**src/rtl/uart_rx_pkt_ctrl_pkg.sv**
```systemverilog
// Shared definitions for the UART receive packet controller.
//   - error-code constants reported on err_code
//   - FSM state encoding
//   - default start-of-frame byte
package uart_rx_pkt_ctrl_pkg;

    localparam logic [7:0] SYNC_DEFAULT = 8'hA5;

    localparam logic [2:0] ERR_FRAMING = 3'd1;
    localparam logic [2:0] ERR_BAD_LEN = 3'd2;
    localparam logic [2:0] ERR_CSUM    = 3'd3;
    localparam logic [2:0] ERR_TIMEOUT = 3'd4;

    typedef enum logic [2:0] {
        ST_IDLE    = 3'd0,
        ST_LEN     = 3'd1,
        ST_PAYLOAD = 3'd2,
        ST_CSUM    = 3'd3,
        ST_DRAIN   = 3'd4
    } state_t;

endpackage

```
**src/rtl/uart_rx_pkt_ctrl_buf.sv**
```systemverilog
// Payload buffer: DEPTH x 8 simple dual-port RAM, synchronous write,
// registered read. The read register only loads when i_rd_en is high, so
// the output holds its value while the consumer stalls.
// Ports:
//   i_clk, i_reset        clock, synchronous active-high reset (read register only)
//   i_wr_en/addr/data     write port
//   i_rd_en/addr          read request, data appears on o_rd_data next cycle
//   o_rd_data             registered read data
module uart_rx_pkt_ctrl_buf #(
    parameter int DEPTH = 16,
    parameter int AW    = $clog2(DEPTH)
) (
    input  logic          i_clk,
    input  logic          i_reset,
    input  logic          i_wr_en,
    input  logic [AW-1:0] i_wr_addr,
    input  logic [7:0]    i_wr_data,
    input  logic          i_rd_en,
    input  logic [AW-1:0] i_rd_addr,
    output logic [7:0]    o_rd_data
);

    logic [7:0] r_mem [DEPTH];
    logic [7:0] r_rd_data;

    always_ff @(posedge i_clk) begin
        if (i_wr_en) begin
            r_mem[i_wr_addr] <= i_wr_data;
        end
    end

    always_ff @(posedge i_clk) begin
        if (i_reset) begin
            r_rd_data <= 8'h00;
        end else if (i_rd_en) begin
            r_rd_data <= r_mem[i_rd_addr];
        end
    end

    assign o_rd_data = r_rd_data;

endmodule

```
**src/rtl/uart_rx_pkt_ctrl.sv**
```systemverilog
// UART receive packet controller. Hunts the receiver byte stream for frames
// SYNC, LEN, PAYLOAD[LEN], CSUM, buffers the payload and only releases it
// downstream (valid/ready) once the checksum has passed.
// Ports:
//   x16_BAUD                     clock (16x baud), the only clock
//   reset                        synchronous, active-high
//   rx_data/rx_valid/rx_error    byte stream from the UART receiver
//   pkt_data/pkt_valid/pkt_ready/pkt_last   payload stream to the decoder
//   busy                         frame in progress or drain pending
//   err/err_code                 one-cycle error strobe, cause held until next err
//   good_cnt                     frames delivered, saturating
//
// state      | meaning
// -----------+-----------------------------------------------------------
// ST_IDLE    | hunting for SYNC, everything else ignored
// ST_LEN     | waiting for the length byte
// ST_PAYLOAD | storing payload bytes, accumulating the sum
// ST_CSUM    | waiting for the checksum byte
// ST_DRAIN   | presenting the buffered payload, rx bytes dropped
module uart_rx_pkt_ctrl
    import uart_rx_pkt_ctrl_pkg::*;
#(
    parameter int         MAX_LEN = 16,
    parameter logic [7:0] SYNC    = SYNC_DEFAULT,
    parameter int         TIMEOUT = 4096
) (
    input  logic        x16_BAUD,
    input  logic        reset,
    input  logic [7:0]  rx_data,
    input  logic        rx_valid,
    input  logic        rx_error,
    output logic [7:0]  pkt_data,
    output logic        pkt_valid,
    input  logic        pkt_ready,
    output logic        pkt_last,
    output logic        busy,
    output logic        err,
    output logic [2:0]  err_code,
    output logic [15:0] good_cnt
);

    localparam int AW = $clog2(MAX_LEN);
    localparam int PW = AW + 1;
    localparam int TW = $clog2(TIMEOUT + 1);

    localparam logic [8:0]    LEN_MAX  = 9'(MAX_LEN);
    localparam logic [PW-1:0] PTR_ONE  = PW'(1);
    localparam logic [TW-1:0] TMR_LOAD = TW'(TIMEOUT - 1);

    state_t        r_state, w_state_nxt;
    logic [PW-1:0] r_len, r_wr_ptr, r_rd_ptr;
    logic [7:0]    r_sum;
    logic [TW-1:0] r_tmr;
    logic          r_pkt_valid;
    logic          r_err;
    logic [2:0]    r_err_code;
    logic [15:0]   r_good_cnt;

    logic [PW-1:0] w_len_last, w_rd_nxt;
    logic [7:0]    w_sum_tot;
    logic          w_len_bad, w_tmo, w_hs;
    logic          w_err_det;
    logic [2:0]    w_err_code_nxt;
    logic          w_store_len, w_pay_wr, w_enter_drain;
    logic          w_rd_en, w_rd_adv, w_done;
    logic [AW-1:0] w_rd_addr;

    assign w_len_last = r_len - PTR_ONE;
    assign w_rd_nxt   = r_rd_ptr + PTR_ONE;
    assign w_sum_tot  = r_sum + rx_data;
    assign w_len_bad  = (rx_data == 8'h00) || ({1'b0, rx_data} > LEN_MAX);
    // Timer is reloaded by every received byte, so zero means TIMEOUT idle cycles.
    assign w_tmo      = (r_tmr == '0);
    assign w_hs       = r_pkt_valid & pkt_ready;

    always_ff @(posedge x16_BAUD) begin
        if (reset) begin
            r_state <= ST_IDLE;
        end else begin
            r_state <= w_state_nxt;
        end
    end

    always_comb begin
        w_state_nxt    = r_state;
        w_err_det      = 1'b0;
        w_err_code_nxt = ERR_FRAMING;
        w_store_len    = 1'b0;
        w_pay_wr       = 1'b0;
        w_enter_drain  = 1'b0;
        w_rd_en        = 1'b0;
        w_rd_addr      = r_rd_ptr[AW-1:0];
        w_rd_adv       = 1'b0;
        w_done         = 1'b0;
        case (r_state)
            ST_IDLE: begin
                if (rx_valid && rx_data == SYNC) begin
                    w_state_nxt = ST_LEN;
                end
            end
            ST_LEN: begin
                if (rx_error) begin
                    w_err_det   = 1'b1;
                    w_state_nxt = ST_IDLE;
                end else if (rx_valid) begin
                    if (w_len_bad) begin
                        w_err_det      = 1'b1;
                        w_err_code_nxt = ERR_BAD_LEN;
                        w_state_nxt    = ST_IDLE;
                    end else begin
                        w_store_len = 1'b1;
                        w_state_nxt = ST_PAYLOAD;
                    end
                end else if (w_tmo) begin
                    w_err_det      = 1'b1;
                    w_err_code_nxt = ERR_TIMEOUT;
                    w_state_nxt    = ST_IDLE;
                end
            end
            ST_PAYLOAD: begin
                if (rx_error) begin
                    w_err_det   = 1'b1;
                    w_state_nxt = ST_IDLE;
                end else if (rx_valid) begin
                    w_pay_wr = 1'b1;
                    if (r_wr_ptr == w_len_last) begin
                        w_state_nxt = ST_CSUM;
                    end
                end else if (w_tmo) begin
                    w_err_det      = 1'b1;
                    w_err_code_nxt = ERR_TIMEOUT;
                    w_state_nxt    = ST_IDLE;
                end
            end
            ST_CSUM: begin
                if (rx_error) begin
                    w_err_det   = 1'b1;
                    w_state_nxt = ST_IDLE;
                end else if (rx_valid) begin
                    if (w_sum_tot == 8'h00) begin
                        w_enter_drain = 1'b1;
                        w_state_nxt   = ST_DRAIN;
                    end else begin
                        w_err_det      = 1'b1;
                        w_err_code_nxt = ERR_CSUM;
                        w_state_nxt    = ST_IDLE;
                    end
                end else if (w_tmo) begin
                    w_err_det      = 1'b1;
                    w_err_code_nxt = ERR_TIMEOUT;
                    w_state_nxt    = ST_IDLE;
                end
            end
            ST_DRAIN: begin
                if (!r_pkt_valid) begin
                    // first cycle of the drain: fetch buf[0]
                    w_rd_en = 1'b1;
                end else if (w_hs) begin
                    if (r_rd_ptr == w_len_last) begin
                        w_done      = 1'b1;
                        w_state_nxt = ST_IDLE;
                    end else begin
                        // prefetch the next byte so a held-high ready gets one byte per cycle
                        w_rd_en   = 1'b1;
                        w_rd_addr = w_rd_nxt[AW-1:0];
                        w_rd_adv  = 1'b1;
                    end
                end
            end
            default: w_state_nxt = ST_IDLE;
        endcase
    end

    always_ff @(posedge x16_BAUD) begin
        if (reset) begin
            r_len       <= '0;
            r_wr_ptr    <= '0;
            r_rd_ptr    <= '0;
            r_sum       <= 8'h00;
            r_tmr       <= TMR_LOAD;
            r_pkt_valid <= 1'b0;
            r_err       <= 1'b0;
            r_err_code  <= 3'd0;
            r_good_cnt  <= 16'h0000;
        end else begin
            r_err <= w_err_det;
            if (w_err_det) begin
                r_err_code <= w_err_code_nxt;
            end

            if (r_state == ST_IDLE || rx_valid) begin
                r_tmr <= TMR_LOAD;
            end else if (!w_tmo) begin
                r_tmr <= r_tmr - TW'(1);
            end

            if (w_store_len) begin
                r_len    <= PW'(rx_data);
                r_sum    <= rx_data;
                r_wr_ptr <= '0;
            end else if (w_pay_wr) begin
                r_wr_ptr <= r_wr_ptr + PTR_ONE;
                r_sum    <= w_sum_tot;
            end

            if (w_enter_drain) begin
                r_rd_ptr <= '0;
            end else if (w_rd_adv) begin
                r_rd_ptr <= w_rd_nxt;
            end

            if (w_done) begin
                r_pkt_valid <= 1'b0;
            end else if (r_state == ST_DRAIN) begin
                r_pkt_valid <= 1'b1;
            end

            if (w_done && r_good_cnt != 16'hFFFF) begin
                r_good_cnt <= r_good_cnt + 16'd1;
            end
        end
    end

    uart_rx_pkt_ctrl_buf #(
        .DEPTH (MAX_LEN)
    ) u_buf (
        .i_clk     (x16_BAUD),
        .i_reset   (reset),
        .i_wr_en   (w_pay_wr),
        .i_wr_addr (r_wr_ptr[AW-1:0]),
        .i_wr_data (rx_data),
        .i_rd_en   (w_rd_en),
        .i_rd_addr (w_rd_addr),
        .o_rd_data (pkt_data)
    );

    assign pkt_valid = r_pkt_valid;
    assign pkt_last  = r_pkt_valid && (r_rd_ptr == w_len_last);
    assign busy      = (r_state != ST_IDLE);
    assign err       = r_err;
    assign err_code  = r_err_code;
    assign good_cnt  = r_good_cnt;

endmodule

```
**config.mk**
```make
export PLATFORM = sky130hd
export DESIGN_NAME = uart_rx_pkt_ctrl
export DESIGN_NICKNAME = d
export VERILOG_FILES = /design/src/rtl/uart_rx_pkt_ctrl_pkg.sv /design/src/rtl/uart_rx_pkt_ctrl_buf.sv /design/src/rtl/uart_rx_pkt_ctrl.sv
export SDC_FILE = /design/constraint.sdc
export NUM_CORES = 1
export LEC_CHECK = 0
export CAP_MARGIN = 20
export CORE_MARGIN = 4
export CORE_UTILIZATION = 50
export CTS_CLUSTER_DIAMETER = 100
export DETAILED_ROUTE_END_ITERATION = 7
export GPL_ROUTABILITY_DRIVEN = 0
export PLACE_DENSITY = 0.71
export SETUP_SLACK_MARGIN = 0.2
export SLEW_MARGIN = 30
export SYNTH_ARGS = -nofsm -noshare
export SYNTH_HDL_FRONTEND = slang
export SYNTH_HIERARCHICAL = 1
export SYNTH_SLANG_ARGS = --single-unit
```
**constraint.sdc**
```tcl
create_clock -name x16_BAUD -period 3.8 [get_ports x16_BAUD]
set_input_delay 0.76 -clock x16_BAUD [delete_from_list [all_inputs] [get_ports x16_BAUD]]
set_output_delay 0.76 -clock x16_BAUD [all_outputs]
set_load 0.02 [all_outputs]
```
# Word-level counts from Yosys, hierarchy flattened
# Memory sizes are Yosys's and may differ from the RTL's. A register that Yosys moved wholly into a read port is not among the register bits.
# Index checks and enable logic that the tools add are counted.
# totals
out_inout_bits	31
memories	1
inputBits	13
elab_cells	112
ram_bits	128
regBits	60
# op_classes
n_mux	64
reduce_logical	16
n_eq_ne	13
addsub	6
bitwise	1
magnitude_cmp	1
# memory_table
memory	depth	word_bits	read_ports	rd_ports_with_merged_regs	write_ports	line_no	text
u_buf.r_mem	16	8	1	1	1	uart_rx_pkt_ctrl_buf.sv:23	logic [7:0] r_mem [DEPTH];
# op_table
op	n
2-to-1 mux 3 bit	20
2-to-1 mux 1 bit	32
adder 16 x 1 -> 16 bit (second input constant)	1
logical NOT 8 bit	2
2-to-1 mux 4 bit	4
2-to-1 mux 8 bit	2
inequality test 16 bit (second input constant)	1
one-hot mux 3 bit (5 select lines)	1
logical NOT 13 bit	1
subtractor 13 x 1 -> 13 bit (second input constant)	1
adder 5 x 1 -> 5 bit (second input constant)	2
equality test 5 bit	2
one-hot mux 3 bit (3 select lines)	1
adder 8 bit	1
equality test 8 bit (second input constant)	1
> comparator 8 x 5 -> 1 bit (second input constant)	1
OR reduction 2 bit	4
equality test 3 x 2 -> 1 bit (second input constant)	2
2-to-1 mux 2 bit	3
inequality test 2 bit (second input constant)	3
AND reduction 5 bit	1
subtractor 5 x 1 -> 5 bit (second input constant)	1
inequality test 4 bit (second input constant)	1
equality test 3 x 1 -> 1 bit (second input constant)	1
other kinds (9)	12

# Depth between registers and ports, before layout
# Gate-level depths: netlist of run 1.
# depth
ltp_word	7
ltp_mapped	13
depth_no_buf	11

# Hierarchy
# Netlist of run 1, hierarchy kept.
# by_module_without_submodules
module	seq_area_each_um2	area_per_inst_um2	n_inst	cells_per_inst
uart_rx_pkt_ctrl_buf	4003.8	5343.9	1	316
uart_rx_pkt_ctrl	1201.2	3480.8	1	412

# Worst setup path after synthesis of run 1
# OpenSTA, ideal clock, no wires.
# synth_timing
path_type	input-to-reg
from	input port rx_valid
to	memory u_buf.r_mem[0][0], enable pin
t_arrival_ns	2.804
t_required_ns	3.417
setup_time_ns	0.383
n_path_buf	2
path_slack_ns	0.613
path_stages	6
cell_sequence	buf_2 nand2b_1 nor3_2 buf_2 or3b_2 nor3_1
# synth_via
elab_chain_cells	5
# synth_lines
item	line_no	text
from (decl)	uart_rx_pkt_ctrl.sv:30	input logic rx_valid,
2-to-1 mux 1 bit	uart_rx_pkt_ctrl.sv:124	end else if (rx_valid) begin
2-to-1 mux 1 bit	uart_rx_pkt_ctrl.sv:121	if (rx_error) begin
2-to-1 mux 1 bit	uart_rx_pkt_ctrl.sv:95	case (r_state)
net w_pay_wr	uart_rx_pkt_ctrl.sv:64	logic w_store_len, w_pay_wr, w_enter_drain;
2-to-1 mux 1 bit	uart_rx_pkt_ctrl_buf.sv:27	if (i_wr_en) begin
2-to-1 mux 1 bit (implied by the code)	uart_rx_pkt_ctrl_buf.sv:28	r_mem[i_wr_addr] <= i_wr_data;
to (decl)	uart_rx_pkt_ctrl_buf.sv:23	
# The timed path passes the listed nets, and every way through them passes these cells.

# Worst setup path after layout of run 1
# layout_timing
from	register r_len[0]
to	output port pkt_last
# layout_via
elab_chain_cells	3
# layout_lines
item	line_no	text
from (decl)	uart_rx_pkt_ctrl.sv:51	logic [PW-1:0] r_len, r_wr_ptr, r_rd_ptr;
from (signal assigned)	uart_rx_pkt_ctrl.sv:198	r_len <= PW'(rx_data);
subtractor 5 x 1 -> 5 bit	uart_rx_pkt_ctrl.sv:68	assign w_len_last = r_len - PTR_ONE;
equality test 5 bit	uart_rx_pkt_ctrl.sv:238	assign pkt_last = r_pkt_valid && (r_rd_ptr == w_len_last);
logical AND 1 bit	uart_rx_pkt_ctrl.sv:238	
to (decl)	uart_rx_pkt_ctrl.sv:35	output logic pkt_last,
# No other way between the ends.

==> flow_summary.ini, run 1 <==
[timing]
slew_headroom = 0.482
finalSetupTns_ns = 0
fin_crit_sh = 0.884
maxSlewViolCount = 0
worst_pin_slew_ns = 0.774
final_hold_viol_count = 0
grt_setup_unrepaired = false
fin_skew_ns = 0.0160
fmax_mhz = 298
fin_hold_ws_ns = 0.447
fin_crit_ns = 3.36
setup_viol = 0

[cts]
htreeDepth = 4
cts_tree = done
clock_latency_ns = 0.45
path_clk_slew_ns = 0.07
cts_resized = 1
numCtsBuffers = 17
ctsHoldBuffers = 0
cts_buffer_depth = 2
cts_setup_buffers = 0
root_buffer = clkbuf_16
cts_num_sinks = 196

[yosys]
yosysTopAreaCell = edfxtp_1
syn_area_sq_mm = 0.00882
synth.top_cell.area_share = 0.436
syn_inst = 728
synth_common_cells = edfxtp_1 (128), mux2i_1 (70), dfxtp_1 (68), nand2_1 (62), nor2_1 (53)
seq_area_frac_synth = 0.590
synth_fp_nets = 754
async_reset_ff_frac = 0
yosysUniqueCellTypes = 70
synthTopCellsByArea = edfxtp_1 (44%), dfxtp_1 (15%), mux2i_1 (7.9%), xor2_1 (2.9%), nand2_1 (2.6%)
avgSynthCellArea_sq_um = 12.1
synth_edf_count = 128
ys_seq_elements = 196
yosysWarnings = 6
synthFlopType = edfxtp_1
yosysMostFrequentCell = edfxtp_1

[routing]
viasPerCell = 5.80
routedWlPerCell_microns = 18.6
drc = 0
vias = 6032
initialDrtViolationCount = 453
ant_nets = 0
drt-pass1-iter-count = 5
totalWireLength_microns = 19300

[floorplanning]
start_util = 0.510
die_w_microns = 141
core_sq_mm = 0.0173
boundaryPins = 44
rows = 48
die-area_sq_mm = 0.0198
fp.dieH_microns = 141

[pwr]
irDropWorstVdd_uv = 334
p_per_area_mw_per_mm2 = 407
combPwrFrac = 0.024
p_sw_frac = 0.207
p_sw_mw = 0.865
clkPwrFrac = 0.434
seqPwrFrac = 0.542
internal_power_mw = 3.31
p_leak_nw = 3.45

[global_route]
track_usage = 0.202
grt_pass1_wl_microns = 31400
grt_overflow_total = 0
grt_max_degree = 45
grt_pass1_vias = 6039
grt_antenna_before_repair = 1

[min_path]
hp-start = r_tmr[12]
min_to = r_tmr[12]
hp-class = reg -> reg
hold_depth = 2

[critical_path]
required_ns = 3.04
crit_arrival_ns = 2.60
worst-path-buf-inv = 3
slowest_delay_ns = 0.45
cp_max_fo = 16
end_kind = primary output
slowest_stage = or3_1
worstSetupStartpointType = register
rr_worst_depth = 12
crit_family = buffers and inverters
critical_path_class = reg -> out
crit_chain = inv_1 -> ha_1 -> or3_1 -> a31oi_4 -> buf_4 -> and3_1 -> dlygate4sd2_1
r2r_slack_ns = 0.74
r2r-start = r_len[0]
timing.rr.end = u_buf/o_rd_data[3]

[final_layout]
nFillCells = 1378
regArea_sq_mm = 0.00520
multi_input_area_sq_mm = 0.00339
drive_gt1_frac = 0.115
diodes = 0
fin_util = 0.593
syn_to_final_growth_pct = 16.3
finalNetCount = 828

[place]
dp_hpwl_microns = 13400
portBuffers = 43

[run]
drv_cap = 0

[run_status]
outcome = finished clean
## layer usage
metal  vias to the layer above  wire (microns)  global-route usage
met3                        41             914              0.0444
met5                         -              11                   0
met4                         2             519              0.0694
li1                       2859               -                   -
met2                       181            9200               0.330
met1                      2949            8690               0.267
## per-stage QoR
step                      std cells  total power, mW  worst slack (ns)  area, sq um
after floorplan                 728             2.35             0.613         8820
after global placement         1008             2.41             0.375         9660
after detailed placement       1008             2.41             0.275         9660
after CTS                      1040             4.20             0.423        10300
after global routing           1040             4.30             0.284        10300
final                          1040             4.18             0.442        10300
## worst max path at each step
stage | startpoint | endpoint | slack (ns) | cells after the start
2_1_floorplan | rx_valid | u_buf/r_mem[0][0] | 0.61 | 6
3_3_place_gp | rx_data[6] | r_rd_ptr[2] | 0.38 | 8
3_5_place_dp | rx_data[6] | r_rd_ptr[3] | 0.28 | 8
4_1_cts | r_len[0] | pkt_last | 0.42 | 7
5_1_grt | r_len[0] | pkt_last | 0.28 | 8
6_report | r_len[0] | pkt_last | 0.44 | 7
## power groups by stage
| stage | sequential (mW) | clock, mW | combinational (mW) |
|---|---|---|---|
| 2_1_floorplan | 2.31 | 0 | 0.0362 |
| 3_3_place_gp | 2.31 | 0 | 0.0940 |
| 5_1_grt | 2.26 | 1.94 | 0.106 |
| 6_report | 2.26 | 1.81 | 0.0985 |
| 4_1_cts | 2.26 | 1.84 | 0.0988 |
| 3_5_place_dp | 2.31 | 0 | 0.0982 |
## tightest hold or removal path, stage by stage (launching register included)
cell and delay (ns):
dfxtp_1 0.32, nand2_1 0.06, a31oi_1 0.03
## logic make-up (layout without fill, tap and decap cells)
kind of cell / count (synthesis) / in the layout / synth area share
buf+inv: 40 / 127 / 0.0282
xor+xnor: 42 / 42 / 0.0425
fa+ha+maj: 13 / 13 / 0.0193
flops: 196 / 196 / 0.590
simple gates: 257 / 257 / 0.152
compound gates: 108 / 108 / 0.0862
mux: 72 / 72 / 0.0820
## final cells by class
| class | instances | share of cell area |
|---|---|---|
| clock buffer | 22 | 0.0484 |
| tap | 225 | 0.0274 |
| inverter | 13 | 0.00476 |
| sequential | 196 | 0.507 |
| multi-input combinational | 492 | 0.330 |
| clock inverter | 10 | 0.0101 |
| timing repair buffer | 82 | 0.0716 |
## placed cells by master (no fill, tap or decap), types with 3 or more instances in the layout
| master | instances |
|---|---|
| edfxtp_1 | 128 |
| xor2_1 | 28 |
| and2_1 | 5 |
| clkdlybuf4s50_1 | 42 |
| a31o_2 | 3 |
| inv_6 | 5 |
| ha_1 | 12 |
| nand3_1 | 37 |
| nor4_1 | 5 |
| and3_1 | 13 |
| xnor2_1 | 12 |
| inv_1 | 13 |
| a22oi_1 | 25 |
| mux2i_1 | 70 |
| nor2b_1 | 14 |
| a21oi_1 | 32 |
| a31oi_1 | 9 |
| clkbuf_16 | 19 |
| nand3b_1 | 6 |
| nor3_1 | 10 |
| nand2_1 | 62 |
| nor3b_1 | 7 |
| o21ai_0 | 13 |
| or2_2 | 3 |
| or3_1 | 5 |
| buf_4 | 38 |
| o211ai_1 | 3 |
| nor2_1 | 53 |
| dfxtp_1 | 68 |
| nand4_1 | 13 |
| nand2b_1 | 7 |
## registers in the layout, indices dropped and copies added, names as in the netlist
| name | flops |
|---|---|
| r_rd_ptr | 5 |
| u_buf/r_mem | 128 |
| r_wr_ptr | 5 |
| good_cnt | 16 |
| r_len | 5 |
| err_code | 3 |
| pkt_valid | 1 |
| r_state | 3 |
| r_sum | 8 |
| u_buf/o_rd_data | 8 |
| err | 1 |
| r_tmr | 13 |
Power figures use the tool's default switching activity.
==> inputs of run 2 (changes only) <==
--- a/config.mk
+++ b/config.mk
@@ -7,11 +7,11 @@
 export LEC_CHECK = 0
 export CAP_MARGIN = 20
 export CORE_MARGIN = 4
-export CORE_UTILIZATION = 50
-export CTS_CLUSTER_DIAMETER = 100
+export CORE_UTILIZATION = 60
+export CTS_CLUSTER_DIAMETER = 200
 export DETAILED_ROUTE_END_ITERATION = 7
 export GPL_ROUTABILITY_DRIVEN = 0
-export PLACE_DENSITY = 0.71
+export PLACE_DENSITY = 0.83
 export SETUP_SLACK_MARGIN = 0.2
 export SLEW_MARGIN = 30
 export SYNTH_ARGS = -nofsm -noshare
==> flow_summary.ini, run 2 (synthesis results as in run 1) <==
[run_status]
outcome = finished clean

[timing]
setup_viol = 0
finalSetupTns_ns = 0
slew_headroom = 0.467
maxSlewViolCount = 0
fin_crit_ns = 3.41
fin_crit_sh = 0.896
fmax_mhz = 294
grt_setup_unrepaired = false
final_hold_viol_count = 0
worst_pin_slew_ns = 0.799
fin_skew_ns = 0.00899
setup_ws_ns = 0.394

[cts]
htreeDepth = 4
cts_tree = done
numCtsBuffers = 17
root_buffer = clkbuf_16
ctsHoldBuffers = 0
path_clk_slew_ns = 0.07
cts_resized = 1
clock_latency_ns = 0.43
cts_num_sinks = 196
cts_setup_buffers = 0
cts_buffer_depth = 2

[global_route]
grt_overflow_total = 0
grt_antenna_before_repair = 0
grt_pass1_vias = 6147
grt_max_degree = 66
grt_pass1_wl_microns = 32200
track_usage = 0.253

[place]
preCtsSetupSlack_ns = 0.233
portBuffers = 43
dp_hpwl_microns = 13300

[final_layout]
nFillCells = 951
drive_gt1_frac = 0.112
diodes = 0
final_cell_mix = edfxtp_1 (128), mux2i_1 (70), dfxtp_1 (68)
final_common_cell = edfxtp_1
largest_register = u_buf/r_mem
largest_reg_flops = 128
syn_to_final_growth_pct = 15.9
finalNetCount = 823

[critical_path]
worstSetupStartpointType = register
critical_path_class = reg -> out
crit_arrival_ns = 2.65
cp_max_fo = 15
end_kind = primary output
required_ns = 3.04
r2r-start = r_len[0]
r2r_slack_ns = 0.54
timing.rr.end = u_buf/o_rd_data[6]
rr_worst_depth = 11

[min_path]
min_to = r_tmr[12]
hp-start = r_tmr[12]
hold_depth = 2
hp-class = reg -> reg

[pwr]
p_leak_nw = 3.44
internal_power_mw = 3.48
combPwrFrac = 0.023
seqPwrFrac = 0.520
p_per_area_mw_per_mm2 = 425
p_sw_frac = 0.201
p_sw_mw = 0.874
clkPwrFrac = 0.457
irDropWorstVdd_uv = 465

[routing]
drc = 0
drt-pass1-iter-count = 6
vias = 6270
totalWireLength_microns = 20500
initialDrtViolationCount = 627
ant_nets = 0
routedWlPerCell_microns = 20.6
viasPerCell = 6.31

[floorplanning]
die-area_sq_mm = 0.0167
boundaryPins = 44
die_w_microns = 129
start_util = 0.609
fp.dieH_microns = 129
core_sq_mm = 0.0145
rows = 44

[run]
drv_cap = 0
run 2: final cells by class:
type	instances	area [sq um]	area share
timing repair buffer	77	697	0.0681
sequential	196	5200	0.509
clock inverter	14	223	0.0218
tap	184	230	0.0225
clock buffer	18	429	0.0420
multi-input combinational	492	3390	0.332
inverter	13	48.8	0.00477
run 2: critical path, stage by stage (launching register included):
cell and delay [ns]:
dfxtp_1 0.47, inv_1 0.08, ha_1 0.27, or3_1 0.45
a31oi_4 0.20, buf_4 0.23, and3_1 0.17, dlygate4sd2_1 0.33
run 2: worst max-delay path by stage:
stage                     startpoint                  to  slack [ns]  depth (start not counted)
after floorplan             rx_valid   u_buf/r_mem[0][0]        0.61                          6
after global placement    rx_data[0]         r_rd_ptr[0]        0.30                          9
after detailed placement  rx_data[0]                 err        0.23                          9
after CTS                   r_len[0]  u_buf/o_rd_data[6]        0.29                         11
after global routing        r_len[0]            pkt_last        0.29                          7
final                       r_len[0]            pkt_last        0.39                          7
run 2: metrics by stage:
stage	total power, mW	area, sq um	std cells	utilization	hold WS [ns]
after floorplan	2.35	8820	728	-	0.412
after global placement	2.40	9570	962	0.661	0.419
after detailed placement	2.41	9570	962	0.661	0.429
after CTS	4.36	10200	994	0.706	0.439
after global routing	4.47	10200	994	0.706	0.466
final	4.35	10200	994	0.706	0.441
run 2: routing by layer:
metal	track usage	wire length (microns)	vias to the layer above
met3	0.0540	1390	59
met5	0	0	-
li1	-	-	2856
met4	0.100	673	0
met2	0.413	10100	283
met1	0.332	8330	3072
run 2: power groups by stage:
stage               registers (mW)  clock network, mW  logic, mW
floorplan                     2.31                  0     0.0362
global placement              2.31                  0     0.0935
detailed placement            2.31                  0     0.0980
CTS                           2.26               2.00     0.0988
global route                  2.26               2.11      0.107
finish                        2.26               1.99     0.0999
==> inputs of run 3 (changes only) <==
--- a/config.mk
+++ b/config.mk
@@ -11,6 +11,7 @@
 export CTS_CLUSTER_DIAMETER = 200
 export DETAILED_ROUTE_END_ITERATION = 7
 export GPL_ROUTABILITY_DRIVEN = 0
+export HOLD_SLACK_MARGIN = 0.1
 export PLACE_DENSITY = 0.83
 export SETUP_SLACK_MARGIN = 0.2
 export SLEW_MARGIN = 30
==> results of run 3 <==
Same layout as run 2: the final DEF is identical, and so are final timing and power.
